**src/rtl/sc_ulpi_pkg.sv**
```systemverilog
// Shared types and constants for the ULPI receive interface: FSM states,
// RX CMD byte layout and rxEvent encodings.
package sc_ulpi_pkg;

  typedef enum logic [1:0] {
    IDLE     = 2'd0,
    TURN_IN  = 2'd1,
    RECV     = 2'd2,
    TURN_OUT = 2'd3
  } rxIfState_e;

  // rxEvent field encodings of an RX CMD byte
  localparam logic [1:0] RxActive       = 2'b01;
  localparam logic [1:0] HostDisconnect = 2'b10;
  localparam logic [1:0] RxError        = 2'b11;

  localparam logic [10:0] RX_LEN_SAT   = 11'h7FF;
  localparam logic [15:0] STAT_CNT_MAX = 16'hFFFF;

  // RX CMD byte as sent by the PHY, MSB first
  typedef struct packed {
    logic       alt_int;
    logic       id_gnd;
    logic [1:0] rx_event;
    logic [1:0] vbus_state;
    logic [1:0] line_state;
  } rxCmd_s;

  function automatic logic [1:0] rx_event_of(input logic [7:0] b);
    rxCmd_s c;
    c = rxCmd_s'(b);
    return c.rx_event;
  endfunction

endpackage

```
**src/rtl/sc_ulpi_rxstat.sv**
```systemverilog
// Saturating packet / error counters for the ULPI receive interface.
// Only built when SC_ULPI_RXIF_STAT_EN is defined.
`ifdef SC_ULPI_RXIF_STAT_EN
module sc_ulpi_rxstat
  import sc_ulpi_pkg::*;
(
  input  logic        i_clk,
  input  logic        i_rst,
  input  logic        i_pkt_evt,
  input  logic        i_err_evt,
  output logic [15:0] o_pkt_cnt,
  output logic [15:0] o_err_cnt
);

  logic [15:0] r_pkt_cnt;
  logic [15:0] r_err_cnt;

  // count end and error strobes, holding at full scale
  always_ff @(posedge i_clk or posedge i_rst) begin
    if (i_rst) begin
      r_pkt_cnt <= '0;
      r_err_cnt <= '0;
    end else begin
      if (i_pkt_evt && (r_pkt_cnt != STAT_CNT_MAX)) r_pkt_cnt <= r_pkt_cnt + 16'd1;
      if (i_err_evt && (r_err_cnt != STAT_CNT_MAX)) r_err_cnt <= r_err_cnt + 16'd1;
    end
  end

  assign o_pkt_cnt = r_pkt_cnt;
  assign o_err_cnt = r_err_cnt;

endmodule
`endif

```
**src/rtl/sc_ulpi_rxif.sv**
```systemverilog
// ULPI receive interface: registers the raw pads, tracks bus turnaround,
// splits PHY bytes into RX CMDs and USB data, and frames packets.
// Optional statistics counters are built under SC_ULPI_RXIF_STAT_EN.
//
// state    | meaning
// IDLE     | link owns the bus, transmit driver enabled
// TURN_IN  | turnaround cycle after DIR rose, byte ignored
// RECV     | PHY drives bus, each byte is RX CMD or data
// TURN_OUT | turnaround cycle after DIR fell, byte ignored
//
// The registered state is the state that the most recent stage-1 sample
// belongs to; w_state_nxt is the state of the sample being processed now.
module sc_ulpi_rxif
  import sc_ulpi_pkg::*;
#(
  parameter int MAX_PKT_LEN = 1027
) (
  input  logic        ULPICLK,
  input  logic        ULPIRST,
  input  logic        ULPI_DIR,
  input  logic        ULPI_NXT,
  input  logic [7:0]  ULPI_DATA_I,
  output logic        RXD_CMD_VALID,
  output logic        RXD_DATA_VALID,
  output logic [7:0]  ULPI_DATA,
  output logic        RX_ACTIVE,
  output logic        RX_SOP,
  output logic        RX_EOP,
  output logic        RX_ERR,
  output logic [10:0] RX_LEN,
  output logic [15:0] STAT_PKT_CNT,
  output logic [15:0] STAT_ERR_CNT,
  output logic        LINK_OWNS_BUS
);

  localparam logic [11:0] MAX_LEN = 12'(MAX_PKT_LEN);

  logic        r_dir;
  logic        r_nxt;
  logic [7:0]  r_data;

  rxIfState_e  r_state;
  rxIfState_e  w_state_nxt;

  logic        r_cmd_valid;
  logic        r_data_valid;
  logic [7:0]  r_ulpi_data;
  logic        r_rx_active;
  logic        r_sop;
  logic        r_eop;
  logic        r_err;
  logic [10:0] r_len;
  logic        r_link_owns;
  logic        r_sop_pend;
  logic        r_ovf_seen;

  logic        w_cmd_valid;
  logic        w_data_valid;
  logic [7:0]  w_data;
  logic        w_active;
  logic        w_sop;
  logic        w_eop;
  logic        w_err;
  logic [10:0] w_len;
  logic        w_sop_pend;
  logic        w_ovf_seen;

  logic [1:0]  w_rx_event;
  logic [11:0] w_len_inc;
  logic        w_over;
  logic [10:0] w_len_sat;

  assign w_rx_event = rx_event_of(r_data);
  assign w_len_inc  = {1'b0, r_len} + 12'd1;
  assign w_over     = (w_len_inc > MAX_LEN);
  assign w_len_sat  = (r_len == RX_LEN_SAT) ? r_len : (r_len + 11'd1);

  // stage 1: single register on every pad
  always_ff @(posedge ULPICLK or posedge ULPIRST) begin
    if (ULPIRST) begin
      r_dir  <= 1'b0;
      r_nxt  <= 1'b0;
      r_data <= 8'h00;
    end else begin
      r_dir  <= ULPI_DIR;
      r_nxt  <= ULPI_NXT;
      r_data <= ULPI_DATA_I;
    end
  end

  // FSM state register
  always_ff @(posedge ULPICLK or posedge ULPIRST) begin
    if (ULPIRST) r_state <= IDLE;
    else         r_state <= w_state_nxt;
  end

  // next state and next values of the stage-2 outputs
  always_comb begin
    w_state_nxt  = r_state;
    w_cmd_valid  = 1'b0;
    w_data_valid = 1'b0;
    w_data       = r_ulpi_data;
    w_active     = r_rx_active;
    w_sop        = 1'b0;
    w_eop        = 1'b0;
    w_err        = 1'b0;
    w_len        = r_len;
    w_sop_pend   = r_sop_pend;
    w_ovf_seen   = r_ovf_seen;

    case (r_state)
      IDLE:          w_state_nxt = r_dir ? TURN_IN : IDLE;
      TURN_IN, RECV: w_state_nxt = r_dir ? RECV : TURN_OUT;
      TURN_OUT:      w_state_nxt = r_dir ? TURN_IN : IDLE;
      default:       w_state_nxt = IDLE;
    endcase

    case (w_state_nxt)
      TURN_IN: begin
        // NXT during the turnaround is the PHY's RxActive shortcut
        if (r_nxt) begin
          w_active   = 1'b1;
          w_len      = '0;
          w_sop_pend = 1'b1;
          w_ovf_seen = 1'b0;
        end
      end
      RECV: begin
        if (!r_nxt) begin
          w_cmd_valid = 1'b1;
          w_data      = r_data;
          if (w_rx_event == RxActive) begin
            if (!r_rx_active) begin
              w_active   = 1'b1;
              w_len      = '0;
              w_sop_pend = 1'b1;
              w_ovf_seen = 1'b0;
            end
          end else if (w_rx_event == RxError) begin
            if (r_rx_active) w_err = 1'b1;
          end else if (r_rx_active) begin
            w_active   = 1'b0;
            w_eop      = 1'b1;
            w_sop_pend = 1'b0;
          end
        end else if (r_rx_active) begin
          // bytes past the length limit are dropped; flag only the first
          if (w_over) begin
            if (!r_ovf_seen) begin
              w_err      = 1'b1;
              w_ovf_seen = 1'b1;
            end
          end else begin
            w_data_valid = 1'b1;
            w_data       = r_data;
            w_len        = w_len_sat;
            w_sop        = r_sop_pend;
            w_sop_pend   = 1'b0;
          end
        end else begin
          w_err = 1'b1;
        end
      end
      TURN_OUT: begin
        if (r_rx_active) begin
          w_active   = 1'b0;
          w_eop      = 1'b1;
          w_sop_pend = 1'b0;
        end
      end
      default: ;
    endcase
  end

  // stage 2: registered outputs and packet bookkeeping
  always_ff @(posedge ULPICLK or posedge ULPIRST) begin
    if (ULPIRST) begin
      r_cmd_valid  <= 1'b0;
      r_data_valid <= 1'b0;
      r_ulpi_data  <= 8'h00;
      r_rx_active  <= 1'b0;
      r_sop        <= 1'b0;
      r_eop        <= 1'b0;
      r_err        <= 1'b0;
      r_len        <= '0;
      r_link_owns  <= 1'b1;
      r_sop_pend   <= 1'b0;
      r_ovf_seen   <= 1'b0;
    end else begin
      r_cmd_valid  <= w_cmd_valid;
      r_data_valid <= w_data_valid;
      r_ulpi_data  <= w_data;
      r_rx_active  <= w_active;
      r_sop        <= w_sop;
      r_eop        <= w_eop;
      r_err        <= w_err;
      r_len        <= w_len;
      r_link_owns  <= (w_state_nxt == IDLE);
      r_sop_pend   <= w_sop_pend;
      r_ovf_seen   <= w_ovf_seen;
    end
  end

  assign RXD_CMD_VALID  = r_cmd_valid;
  assign RXD_DATA_VALID = r_data_valid;
  assign ULPI_DATA      = r_ulpi_data;
  assign RX_ACTIVE      = r_rx_active;
  assign RX_SOP         = r_sop;
  assign RX_EOP         = r_eop;
  assign RX_ERR         = r_err;
  assign RX_LEN         = r_len;
  assign LINK_OWNS_BUS  = r_link_owns;

`ifdef SC_ULPI_RXIF_STAT_EN
  sc_ulpi_rxstat u_rxstat (
    .i_clk     (ULPICLK),
    .i_rst     (ULPIRST),
    .i_pkt_evt (r_eop),
    .i_err_evt (r_err),
    .o_pkt_cnt (STAT_PKT_CNT),
    .o_err_cnt (STAT_ERR_CNT)
  );
`else
  assign STAT_PKT_CNT = 16'h0000;
  assign STAT_ERR_CNT = 16'h0000;
`endif

endmodule

```
**config.mk**
```make
export PLATFORM = sky130hd
export DESIGN_NAME = sc_ulpi_rxif
export DESIGN_NICKNAME = d
export VERILOG_FILES = /design/src/rtl/sc_ulpi_pkg.sv /design/src/rtl/sc_ulpi_rxstat.sv /design/src/rtl/sc_ulpi_rxif.sv
export SDC_FILE = /design/constraint.sdc
export NUM_CORES = 1
export LEC_CHECK = 0
export CAP_MARGIN = 40
export CORE_UTILIZATION = 35
export CTS_CLUSTER_DIAMETER = 80
export CTS_CLUSTER_SIZE = 8
export DETAILED_ROUTE_END_ITERATION = 12
export SLEW_MARGIN = 20
export SYNTH_ARGS = -nofsm -noshare
export SYNTH_HDL_FRONTEND = slang
export SYNTH_SLANG_ARGS = --single-unit
```
**constraint.sdc**
```tcl
create_clock -name ULPICLK -period 3.42 [get_ports ULPICLK]
set_input_delay 0.684 -clock ULPICLK [delete_from_list [all_inputs] [get_ports ULPICLK]]
set_output_delay 0.684 -clock ULPICLK [all_outputs]
set_load 0.005 [all_outputs]
```
Yosys cells after proc, flatten, opt, wreduce, memory -nomap -nowiden
Cells that the tools add are included.
{"block": "totals", "inputBits": 12, "wordCells": 107, "output_inout_bits": 58, "register_bits": 40}
{"block": "classes", "n_addsub": 2, "reduce_logical": 11, "muxes": 56, "eq_ne": 22, "order_cmp": 1}
{"cell": "$mux W11", "count": 7}
{"cell": "$mux W1", "count": 40}
{"cell": "$mux W8", "count": 3}
{"cell": "$pmux W11 S2", "count": 1}
{"cell": "$ne A3 B3 Y1 const B", "count": 7}
{"cell": "$add A11 B1 Y12 const B", "count": 1}
{"cell": "$gt A12 B11 Y1 const B", "count": 1}
{"cell": "$reduce_and A6 Y1", "count": 2}
{"cell": "$add A11 B1 Y11 const B", "count": 1}
{"cell": "$eq A11 B11 Y1 const B", "count": 1}
{"cell": "$eq A2 B2 Y1 const B", "count": 5}
{"cell": "$ne A4 B4 Y1 const B", "count": 2}
{"cell": "$reduce_and A7 Y1", "count": 1}
{"cell": "$eq A2 B1 Y1 const B", "count": 3}
{"cell": "$ne A2 B2 Y1 const B", "count": 3}
{"cell": "$pmux W1 S3", "count": 2}
{"cell": "$logic_not A2 Y1", "count": 2}
{"cell": "$pmux W1 S2", "count": 2}
{"cell": "$pmux W2 S2", "count": 1}
{"cell": "$reduce_and A4 Y1", "count": 1}
{"cell": "$reduce_or A2 Y1", "count": 2}
{"cell": "$reduce_and A3 Y1", "count": 1}
{"cell": "$reduce_bool A3 Y1", "count": 1}
{"cell": "$ne A2 B1 Y1 const B", "count": 1}
{"cell": "$reduce_bool A2 Y1", "count": 1}

Longest topological paths before layout
{"block": "depth", "ltp_word": 6, "depth_mapped": 10, "mapped_depth_nobuf": 9}

Least setup slack after synthesis
OpenSTA, ideal clock, no wires.
{"block": "synth_timing", "path_kind": "register to register", "startpoint": "reg r_len[1], in the netlist RX_LEN[1]", "endpoint": "reg r_ulpi_data[2], in the netlist ULPI_DATA[2]", "setup_ps": 128, "synth_period_minus_slack_ps": 2525, "path_stages_with_launch": 9, "arrival_time_ps": 2397, "path_buffers": 0, "slack_ps": 895, "t_required_ps": 3292, "cell_sequence": "dfrtp_1 ha_1 and2_1 and3_1 xnor2_1 nor4b_1 o22a_2 a31oi_4 mux2_1"}
{"block": "synth_between", "elab_chain_cells": 4}
{"item": "start, declared", "line": "sc_ulpi_rxif.sv:52", "text": "logic [10:0] r_len;"}
{"item": "start signal, assigned", "line": "sc_ulpi_rxif.sv:197", "text": "r_len <= w_len;"}
{"item": "$add A11 B1 Y12", "line": "sc_ulpi_rxif.sv:74", "text": "assign w_len_inc = {1'b0, r_len} + 12'd1;"}
{"item": "$gt A12 B11 Y1", "line": "sc_ulpi_rxif.sv:75", "text": "assign w_over = (w_len_inc > MAX_LEN);"}
{"item": "$ne A2 B2 Y1 (no line)"}
{"item": "$reduce_and A3 Y1 (no line)"}
{"item": "end signal, assigned", "line": "sc_ulpi_rxif.sv:192", "text": "r_ulpi_data <= w_data;"}
{"item": "end, declared", "line": "sc_ulpi_rxif.sv:47", "text": "logic [7:0] r_ulpi_data;"}
No other way between the ends.
A chain may end at the register's enable or synchronous reset.

Worst setup path after layout
{"block": "layout_timing", "startpoint": "reg r_len[0], in the netlist RX_LEN[0]", "endpoint": "reg r_ulpi_data[2], in the netlist ULPI_DATA[2]"}
The elaborated chain is that of the path after synthesis.

==> results.md <==
- Slew margin rel.: 60.7%
- Power Internal: 0.00121 W
- Die W: 81.9 um
- Vias/cell: 4.94
- WL per Instance: 13.4 um
- EDFF count, synth: 0
- Crit path max-delay cell type: nor4b_1
- Max VDD drop: 0.333 mV
- Static leakage: 1.13 nW
- Hold_buf cts: 0
- CTS Buffer Depth: 2
- CP Launch Type: register
- Clock sink count: 40
- Final net count: 272
- Critical path's largest stage delay: 0.53 ns
- FFs w/ async S/R, synth: 100%
- Initial antenna violation count: 0
- Core ar.: 6030 um^2
- HP Class: register to register
- Tmin final: 2.86 ns
- FF-to-FF path depth: 8
- Slew Viols, Final: 0
- Mapped Cells: 218
- Final Wtd Congestion: 0.871
- # DRC: 0
- Vias in the first global route: 1588
- Post-Synthesis Cell Area: 2240 um^2
- First-iteration detailed-routing DRC count: 135
- Tot Pwr: 0.00178 W
- First-pass GRT wire length: 7710 um
- Crit path max fanout: 8
- Ys flop type: dfrtp_1
- WL final: 4430 um
- Row count: 28
- #FFs+latches synth: 40
- Gate power share: 39.1%
- Hold depth: 1
- Clock Skew: 0.00499 ns
- Reg clk slew, reported paths: 0.08 ns
- Fmax: 350 MHz
- Starting Density: 37.1%
- Setup TNS: 0 ns
- Pwr dens: 668 nW/um^2
- CP Data Required Time: 3.60 ns
- Net Sw Frac: 32.2%
- Yosys top cell by area: dfrtp_1
- Synth warn: 0
- Avg Inst Size Synth: 10.3 um^2
- Flop pwr share: 37.9%
- Layout cells sized above 1: 10.2%
- RSZ-0062 raised after global routing: no
- Area growth syn-to-layout: 19.0%
- GRT Total Usage: 15.2%
- Top post-synthesis cells by count: dfrtp_1 (39), buf_4 (32), nand2_1 (12), nor2_1 (12)
- Synth unique cells: 49
- Num CTS Buffers: 5
- Slew @ Worst Pin: 0.581 ns
- Psw: 0.000572 W
- Post-CTS Setup Bufs: 0
- Top-count cell post-synth: dfrtp_1
- Critical path, cell by cell: ha_1 > and2_1 > and3_1 > xnor2_1 > nor4b_1 > o22a_2 > a31oi_4 > mux2_1
- Top post-synthesis cells by area: dfrtp_1 (44%), buf_4 (11%), mux2_2 (4.5%), ha_1 (3.4%), a31oi_1 (2.8%)
- Sequential cell area fraction in the yosys report: 44.8%
- Status: finished, final reports clean
- Final setup vio count: 0
- Final ANT Viol Nets: 0
- Port buffer count: 37
- Die Footprint: 6710 um^2
- Kind of critical path: register to register
- Grt ovf: 0
- Worst-Skew Late Latency: 0.29 ns
- Clk root buf: clkbuf_8
- Pre-antenna DRT Iters: 4
- Vias: 1630
- Post-DP HPWL: 3170 um
- Post-CTS Resized: 0
- H-Tree Depth: 2
- Fin crit share: 83.6%
- Top Ports: 70
- Pin count of the biggest net entering global routing: 41
- Max-cap viol count: 0
- Crit path DAT: 3.03 ns
- Worst setup EP type: register
- Fin. Hold Viols: 0
- Synth top area share: 43.6%
- Diode count: 0
- Clock power share: 23.0%
- CTS tree: done
- Die Ht: 81.9 um
[cells by family after synthesis]
group	Yosys count	share of synthesized area, %
compound gates	52	16.2
flops	40	44.8
buf+inv	47	13.9
mux	11	5.48
xor+xnor	4	1.57
other cells	1	0.168
simple gates	56	13.9
fa+ha+maj	7	3.86
[state kept, by name, summed over array words and instances, names as in the netlist]
register        cells
ULPI_DATA           8
RX_EOP              1
r_nxt               1
RX_LEN             11
r_state             2
r_sop_pend          1
LINK_OWNS_BUS       1
RX_ACTIVE           1
RX_SOP              1
r_data              8
r_dir               1
RXD_DATA_VALID      1
RXD_CMD_VALID       1
RX_ERR              1
r_ovf_seen          1
[path summary, 6_finish.rpt]
| check | slack, ns | startpoint | end |
|---|---|---|---|
| max | 0.56 | RX_LEN[0] | ULPI_DATA[2] |
| min | 0.46 | r_data[2] | ULPI_DATA[2] |
| max reg2reg | 0.56 | RX_LEN[0] | ULPI_DATA[2] |
| min reg2reg | 0.46 | r_data[2] | ULPI_DATA[2] |
| max in group asynchronous | 2.25 | ULPIRST | LINK_OWNS_BUS |
| min in group asynchronous | 0.81 | ULPIRST | r_data[1] |
[through the flow]
stage | setup WS [ns] | instances | cell area [um^2] | utilization [%] | hold slack [ns]
4_1_cts | 0.569 | 330 | 2660 | 44.1 | 0.472
2_1_floorplan | 0.895 | 249 | 2350 | - | 0.433
6_report | 0.563 | 330 | 2660 | 44.1 | 0.464
3_5_place_dp | 0.593 | 322 | 2540 | 42.1 | 0.452
5_1_grt | 0.345 | 330 | 2660 | 44.1 | 0.483
3_3_place_gp | 0.702 | 322 | 2540 | 42.1 | 0.434
[layout by cell type (no fill, tap or decap), types with 4 or more instances in the layout]
master and n:
dfrtp_1 39, clkdlybuf4s50_1 37, conb_1 32, nor2_1 12
nand2_1 12, a21oi_1 10, a31oi_1 10, mux2_2 9
o21ai_0 9, inv_1 7, o31ai_1 6, ha_1 6
clkbuf_8 6, nand3_1 5, nor2b_1 4, nand2b_1 4
[routing by layer]
| metal | share of wire [%] | track usage, % |
|---|---|---|
| met4 | 1.4 | 5.96 |
| met3 | 4.3 | 3.22 |
| met1 | 48 | 20.6 |
| met5 | 0 | 0 |
| met2 | 46 | 23.6 |
[layout make-up]
type	instances	area, um^2
fillers	609	3370
flip-flops and latches	40	1000
multi-input cells	162	1040
clock inverters	2	38.8
inverters	7	26.3
well taps	75	93.8
repair buffers	38	378
clock buffers	6	82.6
[power by group through the flow]
stage | sequential, W | combinational (W) | clock, W
5_1_grt | 0.000690 | 0.000781 | 0.000445
4_1_cts | 0.000675 | 0.000707 | 0.000423
3_5_place_dp | 0.000684 | 0.000702 | 0
2_1_floorplan | 0.000661 | 0.000468 | 0
3_3_place_gp | 0.000678 | 0.000697 | 0
6_report | 0.000674 | 0.000695 | 0.000409
[critical path, delay by kind of cell, from the launching register on]
family / cells / cell delay, ns
adders and majority gates: 1 / 0.27
AOI/OAI and AO/OA: 2 / 0.48
xor gates and xnor gates: 1 / 0.24
and+or+nand+nor: 3 / 0.92
muxes: 1 / 0.36
DFF: 1 / 0.46
No activity file was read; power rests on OpenSTA's default activity.
